--- config.mk ---
export PLATFORM = sky130hd
export DESIGN_NAME = axil_master
export DESIGN_NICKNAME = d
export VERILOG_FILES = /design/src/rtl/axil_master.sv
export SDC_FILE = /design/constraint.sdc
export NUM_CORES = 1
export LEC_CHECK = 0
export BUFFER_PORTS_ARGS = -buffer_cell sky130_fd_sc_hd__buf_2
export CORE_UTILIZATION = 31
export CTS_BUF_LIST = sky130_fd_sc_hd__clkbuf_4 sky130_fd_sc_hd__clkbuf_8
export DETAILED_ROUTE_END_ITERATION = 16
export HOLD_SLACK_MARGIN = 0.03
export PLACE_DENSITY_LB_ADDON = 0.05
export REMOVE_ABC_BUFFERS = 1
export SYNTH_ARGS = -nofsm -noshare
export SYNTH_HDL_FRONTEND = slang
export SYNTH_SLANG_ARGS = --single-unit
--- constraint.sdc ---
create_clock -name clk -period 2.3 [get_ports clk]
set_clock_uncertainty 0.2 [all_clocks]
set_input_delay 0.115 -clock clk [delete_from_list [all_inputs] [get_ports clk]]
set_output_delay 0.115 -clock clk [all_outputs]
set_load 0.03 [all_outputs]
--- src/rtl/axil_master.sv ---
`timescale 1ns/1ps
// axil_master: single-outstanding bridge from a simple load/store request port to an AXI4-Lite master.
module axil_master #(
  parameter int ADDR_W = 32,
  parameter int DATA_W = 32
) (
  input  logic                clk,
  input  logic                rst_n,
  input  logic                req_valid_i,
  output logic                req_ready_o,
  input  logic                req_we_i,
  input  logic [ADDR_W-1:0]   req_addr_i,
  input  logic [DATA_W-1:0]   req_wdata_i,
  input  logic [DATA_W/8-1:0] req_wstrb_i,
  output logic                rsp_valid_o,
  output logic [DATA_W-1:0]   rsp_rdata_o,
  output logic                rsp_err_o,
  output logic [ADDR_W-1:0]   m_axi_awaddr,
  output logic [2:0]          m_axi_awprot,
  output logic                m_axi_awvalid,
  input  logic                m_axi_awready,
  output logic [DATA_W-1:0]   m_axi_wdata,
  output logic [DATA_W/8-1:0] m_axi_wstrb,
  output logic                m_axi_wvalid,
  input  logic                m_axi_wready,
  input  logic [1:0]          m_axi_bresp,
  input  logic                m_axi_bvalid,
  output logic                m_axi_bready,
  output logic [ADDR_W-1:0]   m_axi_araddr,
  output logic [2:0]          m_axi_arprot,
  output logic                m_axi_arvalid,
  input  logic                m_axi_arready,
  input  logic [DATA_W-1:0]   m_axi_rdata,
  input  logic [1:0]          m_axi_rresp,
  input  logic                m_axi_rvalid,
  output logic                m_axi_rready
);
  typedef enum logic [2:0] {IDLE, WADDR, WRESP, RADDR, RDATA, RESP} state_t;
  state_t state, state_nx;
  logic aw_done, w_done, aw_hs, w_hs;
  logic [ADDR_W-1:0] addr_q;
  logic [DATA_W-1:0] wdata_q;
  logic [DATA_W/8-1:0] wstrb_q;
  logic unused_resp;
  assign unused_resp = ^{m_axi_bresp[0], m_axi_rresp[0]};
  // every bus-facing output is decoded from state/flags, so AXI inputs never reach AXI outputs
  assign req_ready_o   = state == IDLE;
  assign m_axi_awvalid = state == WADDR && !aw_done;
  assign m_axi_wvalid  = state == WADDR && !w_done;
  assign m_axi_bready  = state == WRESP;
  assign m_axi_arvalid = state == RADDR;
  assign m_axi_rready  = state == RDATA;
  assign rsp_valid_o   = state == RESP;
  assign m_axi_awaddr  = addr_q;
  assign m_axi_araddr  = addr_q;
  assign m_axi_wdata   = wdata_q;
  assign m_axi_wstrb   = wstrb_q;
  assign m_axi_awprot  = 3'b000;
  assign m_axi_arprot  = 3'b000;
  assign aw_hs = m_axi_awvalid & m_axi_awready;
  assign w_hs  = m_axi_wvalid & m_axi_wready;
  always_ff @(posedge clk or negedge rst_n)
    if (!rst_n) state <= IDLE;
    else state <= state_nx;
  always_comb begin
    state_nx = state;
    case (state)
      IDLE:    state_nx = req_valid_i ? (req_we_i ? WADDR : RADDR) : IDLE;
      WADDR:   state_nx = ((aw_done | aw_hs) & (w_done | w_hs)) ? WRESP : WADDR;
      WRESP:   state_nx = m_axi_bvalid ? RESP : WRESP;
      RADDR:   state_nx = m_axi_arready ? RDATA : RADDR;
      RDATA:   state_nx = m_axi_rvalid ? RESP : RDATA;
      default: state_nx = IDLE;
    endcase
  end
  always_ff @(posedge clk or negedge rst_n)
    if (!rst_n) begin
      addr_q      <= '0;
      wdata_q     <= '0;
      wstrb_q     <= '0;
      aw_done     <= 1'b0;
      w_done      <= 1'b0;
      rsp_rdata_o <= '0;
      rsp_err_o   <= 1'b0;
    end else begin
      if (state == IDLE && req_valid_i) begin
        addr_q  <= req_addr_i;
        wdata_q <= req_wdata_i;
        wstrb_q <= req_wstrb_i;
        aw_done <= 1'b0;
        w_done  <= 1'b0;
      end
      if (aw_hs) aw_done <= 1'b1;
      if (w_hs) w_done <= 1'b1;
      if (state == WRESP && m_axi_bvalid) begin
        rsp_err_o   <= m_axi_bresp[1];
        rsp_rdata_o <= '0;
      end
      if (state == RDATA && m_axi_rvalid) begin
        rsp_err_o   <= m_axi_rresp[1];
        rsp_rdata_o <= m_axi_rresp[1] ? '0 : m_axi_rdata;
      end
    end
endmodule
==> flow_metrics.py, run 1 <==
metrics = {
    "outcome": {
        "status": "finished, final reports clean",
    },
    "clocking": {
        "cts_tree": "yes",
        "clk_latency_ns": 0.37,
        "path_clk_slew_ns": 0.10,
        "cts.sinks": 106,
        "clockRootBuffer": "clkbuf_8",
        "cts_buffers": 9,
        "post_cts_buffers": 0,
        "cts_max_level": 3,
        "clockBufferDepth": 2,
    },
    "global_route": {
        "antenna_found_initial": 0,
        "grt_util_met1": 0.181,
        "met3_usage": 0.0497,
        "grt_usage": 0.153,
        "grt_pass1_vias": 3638,
        "met2_usage": 0.266,
        "globalRouteOverflowTotal": 0,
        "grt_max_degree": 50,
        "grt_pass1_wl_um": 18900,
        "top_usage_layer": "met2",
    },
    "critical_path": {
        "critPathCaptureType": "primary output",
        "crit_arrival_ns": 1.73,
        "path_class": "register to primary output",
        "critPathRequiredTime_ns": 1.99,
        "r2r_start": "state[0]",
        "worst-path-max-fanout": 9,
        "startpoint": "state[0]",
        "start_kind": "register",
    },
    "place": {
        "dp_cells": 686,
        "dp_hpwl_um": 7640,
        "gp_congestion": 0.713,
        "io_buffers": 250,
    },
    "logic_synthesis": {
        "netlist_instances": 298,
        "synth.avg_cell_area_sq_um": 16.0,
        "ys_seq_area_frac": 0.556,
        "synth_seq_cells": 106,
        "ys_types": 31,
        "netlist_area_sq_mm": 0.00477,
        "ys_warn_count": 0,
    },
    "final_layout": {
        "multi_input_area_sq_mm": 0.00157,
        "finalNetCount": 740,
        "drive_gt1_frac": 0.569,
        "ff_latch_area_sq_mm": 0.00265,
        "fill_cells": 1373,
        "stdcell_count": 815,
        "diodes": 0,
        "synthToLayoutAreaGrowth_pct": 50.2,
    },
    "timing": {
        "min_period_over_period": 0.889,
        "report.final.setup_viol": 0,
        "period_needed_ns": 2.04,
        "slew_violations": 0,
        "hold_viol_final": 0,
        "max_freq_ghz": 0.489,
        "rsz0062_at_grt": "false",
    },
    "die": {
        "pin_count": 259,
        "initial_core_util": 0.323,
        "coreArea_sq_mm": 0.0148,
        "fp.dieH_um": 126,
        "die-width_um": 126,
        "rows": 44,
        "die-area_sq_mm": 0.0159,
    },
    "drt": {
        "wl_per_cell_um": 14.6,
        "firstDrtPassIters": 4,
        "detail-route-antenna-nets": 0,
        "drc": 0,
        "via_per_inst": 4.29,
        "dr.first_iter.drc_count": 127,
        "vias": 3496,
        "drt-total-wl_um": 11900,
    },
    "run": {
        "maxCapViolCount": 0,
    },
    "hold_path": {
        "hold_class": "input port to async pin",
    },
    "power_and_ir_drop": {
        "vdd_drop_max_uv": 866,
        "power_per_cell_area_mw_per_mm2": 1560,
        "power.total_mw": 11.2,
        "p_leak_nw": 3.70,
    },
}
[worst max-delay path, cell delays in order (launching register included)]
cell and delay (ns):
dfrtp_2 0.48, inv_1 0.09, or3_2 0.48, nor2_1 0.11, buf_2 0.20
[sequential cells by signal (all words and copies together), names as in the netlist]
signal and flops:
m_axi_araddr 32, m_axi_wdata 32, state 3, aw_done 1, w_done 1, m_axi_wstrb 4
rsp_rdata_o 32, rsp_err_o 1
[power by group]
group	switching, mW	total (mW)	internal (mW)
clock	0.631	1.23	0.602
sequential	0.622	3.44	2.82
combinational	3.88	6.48	2.60
[cells in the mapped netlist (all sizes together)]
| cell type | number | area [sq um] |
|---|---|---|
| dfrtp | 106 | 2650 |
| mux2 | 70 | 1040 |
| buf | 57 | 566 |
| a22o | 32 | 294 |
| nor2 | 7 | 26.3 |
| nand2 | 3 | 11.3 |
| a21oi | 2 | 10.0 |
| and2 | 2 | 15.0 |
| nand3b | 2 | 15.0 |
| nor3b | 2 | 15.0 |
| a21o | 1 | 7.51 |
| a2bb2oi | 1 | 8.76 |
| and4bb | 1 | 12.5 |
| conb | 1 | 3.75 |
| inv | 1 | 3.75 |
| mux2i | 1 | 10.0 |
| nand2b | 1 | 6.26 |
| nor2b | 1 | 6.26 |
| nor3 | 1 | 16.3 |
| o211ai | 1 | 7.51 |
| o21bai | 1 | 7.51 |
| o221ai | 1 | 8.76 |
| o22ai | 1 | 6.26 |
| or2b | 1 | 7.51 |
| or3 | 1 | 7.51 |
[metrics by stage]
stage	hold WS (ns)	utilization	worst slack [ns]	TNS (ns)	area, sq um
global route	0.0743	0.485	0.110	0	7160
detailed placement	-0.135	0.393	0.325	0	5800
floorplan	-0.381	-	-0.151	-13.95	4220
global placement	-0.140	0.393	0.328	0	5800
finish	0.0707	0.485	0.256	0	7160
CTS	0.0474	0.485	0.0971	0	7160
[what timing repair did]
item                                   CTS  global route
resized for setup                        0             1
endpoints found under the hold margin  212             0
hold buffers                           114             0
setup endpoints to repair                0             1
[final timing paths]
| kind | cells past startpoint | to | slack (ns) |
|---|---|---|---|
| worst max-delay path | 4 | m_axi_awvalid | 0.26 |
| max in group asynchronous | 3 | m_axi_araddr[25] | 1.39 |
| min in group clk | 4 | rsp_err_o | 0.17 |
| worst min-delay path | 3 | rsp_rdata_o[31] | 0.07 |
| worst max register to register | 4 | state[1] | 0.27 |
| worst min register to register | 1 | rsp_rdata_o[17] | 0.31 |
[placed cells by master, fill, tap and decap left out, types with 3 or more instances in the layout]
cell type	instances
buf_4	3
a22o_2	11
a22o_1	21
conb_1	6
dlygate4sd3_1	113
nand2_1	3
clkinv_2	3
nor2_1	7
dfrtp_1	105
clkbuf_8	9
buf_2	249
buf_12	5
mux2_4	68
[per-layer routing]
layer | part of all wire | up-vias
met5 | 0 | -
met3 | 0.060 | 16
li1 | - | 1652
met1 | 0.41 | 1690
met2 | 0.51 | 138
met4 | 0.017 | 0
[logic make-up after synthesis]
logic type             count (synthesis)  share of synthesized area
and+or+nand+nor                       22                     0.0291
AOI/OAI and AO/OA                     40                     0.0735
muxes                                 71                      0.221
DFF                                  106                      0.556
buffers and inverters                 58                      0.119
other                                  1                   0.000786
[cell type report]
cell class	instances	area share
flip-flops and latches	106	0.371
repair buffers	370	0.349
multi-input cells	139	0.219
well taps	184	0.0321
clock buffers	9	0.0173
clock inverters	6	0.0115
inverters	1	0.000524
No activity file was read; power rests on OpenSTA's default activity.
==> inputs of run 2 (changes only) <==
Settings changed: CORE_UTILIZATION 31 to 46.
==> run 2 against run 1 <==
Register-to-register slack got worse by 0.15 ns. Die area decreased by 32%. Non-clock buffer count is 2 lower. Critical endpoint is now state[1]. Worst hold slack worse by 0.0017 ns. Largest power group unchanged. Design area fell by 1.9%. Clock power shrank 15%. Critical path type is now register to register.
==> flow_metrics.py, run 2 (synthesis gave the netlist of run 1 again) <==
metrics = {
    "drt": {
        "firstDrtPassIters": 4,
        "drc": 0,
        "via_per_inst": 4.60,
        "wl_per_cell_um": 15.4,
        "detail-route-antenna-nets": 0,
        "dr.first_iter.drc_count": 113,
        "drt-total-wl_um": 11700,
        "vias": 3509,
    },
    "power_and_ir_drop": {
        "netSwitchingFraction": 0.472,
        "power_per_cell_area_mw_per_mm2": 1560,
        "p_leak_nw": 3.67,
        "p_int_mw": 5.78,
        "vdd_drop_max_uv": 802,
        "p_seq_frac": 0.316,
        "switchingPower_mw": 5.17,
        "pwr-share-clk": 0.095,
        "combPwrFrac": 0.588,
    },
    "timing": {
        "period_needed_ns": 2.18,
        "slew_violations": 0,
        "rsz0062_at_grt": "false",
        "report.final.setup_viol": 0,
        "fin_ws_ns": 0.124,
        "hold_viol_final": 0,
        "max_freq_ghz": 0.459,
        "final.setup.tns_ns": 0,
        "min_period_over_period": 0.946,
    },
    "final_layout": {
        "finalNetCount": 738,
        "layout_commonest_cell": "buf_2",
        "final_cell_mix": "buf_2, dlygate4sd3_1, dfrtp_1",
        "synthToLayoutAreaGrowth_pct": 47.4,
        "design_area_sq_mm": 0.00703,
        "drive_gt1_frac": 0.571,
        "fin_util": 0.709,
        "diodes": 0,
    },
    "clocking": {
        "ctsHoldBuffers": 111,
        "cts_tree": "yes",
        "clockBufferDepth": 2,
        "cts_resized": 0,
        "clk_latency_ns": 0.36,
        "clockRootBuffer": "clkbuf_8",
        "post_cts_buffers": 0,
        "path_clk_slew_ns": 0.10,
        "cts.sinks": 106,
        "cts_buffers": 9,
        "cts_max_level": 3,
    },
    "critical_path": {
        "path_class": "register to register",
        "crit_arrival_ns": 2.28,
        "critPathRequiredTime_ns": 2.41,
        "worst-path-max-fanout": 9,
        "start_kind": "register",
        "critPathCaptureType": "register",
    },
    "place": {
        "dp_worst_setup_slack_ns": 0.394,
        "gp_congestion": 0.764,
        "dpl_cell_area_sq_mm": 0.00573,
        "io_buffers": 250,
        "dp_hpwl_um": 7630,
    },
    "run": {
        "maxCapViolCount": 0,
    },
    "die": {
        "rows": 36,
        "die-width_um": 104,
        "fp.dieH_um": 104,
        "coreArea_sq_mm": 0.00991,
        "pin_count": 259,
        "initial_core_util": 0.481,
        "die-area_sq_mm": 0.0108,
    },
    "global_route": {
        "grt_max_degree": 55,
        "antenna_found_initial": 0,
        "grt_pass1_wl_um": 19100,
        "grt_usage": 0.224,
        "grt_pass1_vias": 3732,
        "globalRouteOverflowTotal": 0,
    },
    "outcome": {
        "status": "finished, final reports clean",
    },
    "hold_path": {
        "hold_class": "input port to async pin",
    },
}
-- run 2: stage by stage --
| step | hold WS, ns | instances | power [mW] |
|---|---|---|---|
| after floorplan | -0.381 | 246 | 7.91 |
| after CTS | 0.0609 | 763 | 11.0 |
| after global placement | -0.131 | 636 | 9.71 |
| after global routing | 0.0774 | 763 | 11.5 |
| final | 0.0691 | 763 | 11.0 |
| after detailed placement | -0.128 | 636 | 9.76 |
-- run 2: per-layer routing --
metal / global-route usage / vias up / routed length (um)
met1: 0.280 / 1681 / 4900
met5: 0 / - / 0
met2: 0.383 / 156 / 5900
met3: 0.0447 / 20 / 646
li1: - / 1652 / -
met4: 0.0857 / 0 / 267
-- run 2: final timing paths --
| path | startpoint | endpoint | slack [ns] | cells past startpoint |
|---|---|---|---|---|
| hold / removal | rst_n | rsp_rdata_o[14] | 0.07 | 3 |
| hold reg to reg | rsp_rdata_o[23] | rsp_rdata_o[23] | 0.31 | 1 |
| min in group clk | m_axi_rvalid | rsp_rdata_o[2] | 0.07 | 4 |
| setup reg to reg | state[0] | state[1] | 0.12 | 4 |
| max in group asynchronous | rst_n | rsp_rdata_o[4] | 1.51 | 3 |
| setup / recovery | state[0] | state[1] | 0.12 | 4 |
-- run 2: critical path, cell delays in order, from the launching register on --
cell and delay, ns:
dfrtp_1 0.55, inv_1 0.12, or3_2 0.49, o221ai_1 0.19
dlygate4sd3_1 0.57
-- run 2: area by class of cell --
type | count | area (sq um)
fill | 720 | 2880
timing repair buffer | 368 | 2460
multi-input combinational | 139 | 1570
clock inverter | 6 | 42.5
clock buffer | 10 | 131
sequential | 106 | 2650
tap | 133 | 166
inverter | 1 | 3.75
-- run 2: power groups by stage --
| stage | Combinational, mW | Sequential (mW) | Clock, mW |
|---|---|---|---|
| 4_1_cts | 6.47 | 3.47 | 1.09 |
| 6_report | 6.45 | 3.47 | 1.04 |
| 2_1_floorplan | 2.04 | 5.87 | 0 |
| 3_5_place_dp | 6.29 | 3.48 | 0 |
| 5_1_grt | 6.75 | 3.61 | 1.16 |
| 3_3_place_gp | 6.26 | 3.44 | 0 |
==> inputs of run 3 (changes only) <==
Settings changed: CTS_CLUSTER_DIAMETER set to 100, HOLD_SLACK_MARGIN 0.03 to 0.1.
==> run 3 against run 2 <==
Sequential power about the same. Count of clock-buffer cells in the layout unchanged. Design area increased by 0.43%. Largest cell class unchanged. Largest power group unchanged.
==> flow_metrics.py, run 3 (synthesis gave the netlist of run 1 again) <==
metrics = {
    "timing": {
        "report.final.setup_viol": 0,
        "period_needed_ns": 2.18,
        "hold_viol_final": 0,
        "rsz0062_at_grt": "false",
        "max_freq_ghz": 0.460,
        "min_period_over_period": 0.946,
        "slew_violations": 0,
        "final.setup.tns_ns": 0,
    },
    "clocking": {
        "cts_max_level": 3,
        "cts_tree": "yes",
        "cts.sinks": 106,
        "post_cts_buffers": 0,
        "clockRootBuffer": "clkbuf_8",
        "cts_buffers": 9,
        "path_clk_slew_ns": 0.10,
        "clk_latency_ns": 0.36,
        "clockBufferDepth": 2,
    },
    "place": {
        "gp_congestion": 0.764,
        "io_buffers": 250,
        "dpl_cell_area_sq_mm": 0.00573,
        "dp_hpwl_um": 7630,
    },
    "final_layout": {
        "design_area_sq_mm": 0.00706,
        "drive_gt1_frac": 0.569,
        "final_cell_mix": "buf_2, dlygate4sd3_1, dfrtp_1",
        "multi_input_area_sq_mm": 0.00157,
        "fill_cells": 718,
        "finalNetCount": 741,
        "diodes": 0,
        "synthToLayoutAreaGrowth_pct": 48.0,
        "ff_latch_area_sq_mm": 0.00265,
        "layout_commonest_cell": "buf_2",
    },
    "hold_path": {
        "hold_class": "input port to register",
        "hp-start": "m_axi_bvalid",
    },
    "critical_path": {
        "critPathRequiredTime_ns": 2.41,
        "crit_arrival_ns": 2.28,
        "cpPeakStageDelay_ns": 0.57,
        "r2r_start": "state[0]",
        "cp_top_family": "buffers and inverters",
        "critPathCaptureType": "register",
        "critical_path.cell_chain": "inv_1 > or3_2 > o221ai_1 > dlygate4sd3_1",
        "worst-path-max-fanout": 9,
        "critPathBufInv": 2,
        "startpoint": "state[0]",
        "crit_slowest_cell": "dlygate4sd3_1",
        "start_kind": "register",
        "path_class": "register to register",
    },
    "drt": {
        "firstDrtPassIters": 4,
        "drc": 0,
        "via_per_inst": 4.63,
        "detail-route-antenna-nets": 0,
        "dr.first_iter.drc_count": 101,
        "drt-total-wl_um": 11800,
        "vias": 3544,
        "wl_per_cell_um": 15.4,
    },
    "die": {
        "fp.dieH_um": 104,
        "pin_count": 259,
        "die-width_um": 104,
        "die-area_sq_mm": 0.0108,
        "rows": 36,
        "initial_core_util": 0.481,
        "coreArea_sq_mm": 0.00991,
    },
    "power_and_ir_drop": {
        "vdd_drop_max_uv": 805,
        "p_leak_nw": 3.68,
        "power_per_cell_area_mw_per_mm2": 1550,
        "power.total_mw": 11.0,
    },
    "global_route": {
        "grt_max_degree": 55,
        "globalRouteOverflowTotal": 0,
        "grt_pass1_wl_um": 19100,
        "grt_pass1_vias": 3725,
        "antenna_found_initial": 0,
        "grt_usage": 0.224,
    },
    "outcome": {
        "status": "finished, final reports clean",
    },
    "run": {
        "maxCapViolCount": 0,
    },
}
==> run 3: cell count changes in the layout (fill, tap and decap cells not counted) <==
cell / delta
dlygate4sd3_1: +3
==> run 3: worst paths after layout <==
check                                  endpoint  slack [ns]  depth (start not counted)
worst max-delay path                   state[1]        0.12                          4
worst min-delay path                   state[0]        0.22                          5
worst max register to register         state[1]        0.12                          4
worst min register to register  rsp_rdata_o[23]        0.31                          1
max in group asynchronous        rsp_rdata_o[4]        0.97                          4
min in group asynchronous       rsp_rdata_o[14]        0.61                          4
==> run 3: layout make-up <==
cell class,instances,area share
clock buffer,10,0.0186
tap,133,0.0236
sequential,106,0.376
clock inverter,6,0.00603
timing repair buffer,371,0.353
multi-input combinational,139,0.222
inverter,1,0.000532
==> run 3: metrics by stage <==
step | setup slack [ns] | hold WS (ns) | util | cells
finish | 0.124 | 0.215 | 0.712 | 766
global route | 0.0350 | 0.254 | 0.712 | 766
CTS | 0.129 | 0.199 | 0.712 | 766
detailed placement | 0.394 | -0.128 | 0.579 | 636
global placement | 0.410 | -0.131 | 0.579 | 636
floorplan | -0.151 | -0.381 | - | 246
==> run 3: report_power, final <==
group	internal (mW)	switching (mW)	leakage [nW]	total, mW
clock	0.409	0.638	0.0861	1.05
combinational	2.56	3.90	2.28	6.46
sequential	2.82	0.646	1.31	3.47
total	5.79	5.18	3.68	11.0
==> run 3: routing by layer <==
| layer | global-route usage | share of wire |
|---|---|---|
| met1 | 0.280 | 0.42 |
| met2 | 0.380 | 0.50 |
| met3 | 0.0466 | 0.055 |
| met4 | 0.0878 | 0.023 |
| met5 | 0 | 0 |
==> run 3: worst min-delay path, delay by kind of cell <==
kind	cells	cell delay (ns)
simple gates	1	0.07
buf+inv	2	0.31
compound gates	2	0.25
==> run 3: timing repair <==
item                                    CTS  global route
hold buffers                            114             0
endpoints found under the hold margin   212             0
gates resized for setup                   0             0
endpoints found under the setup margin    0             0
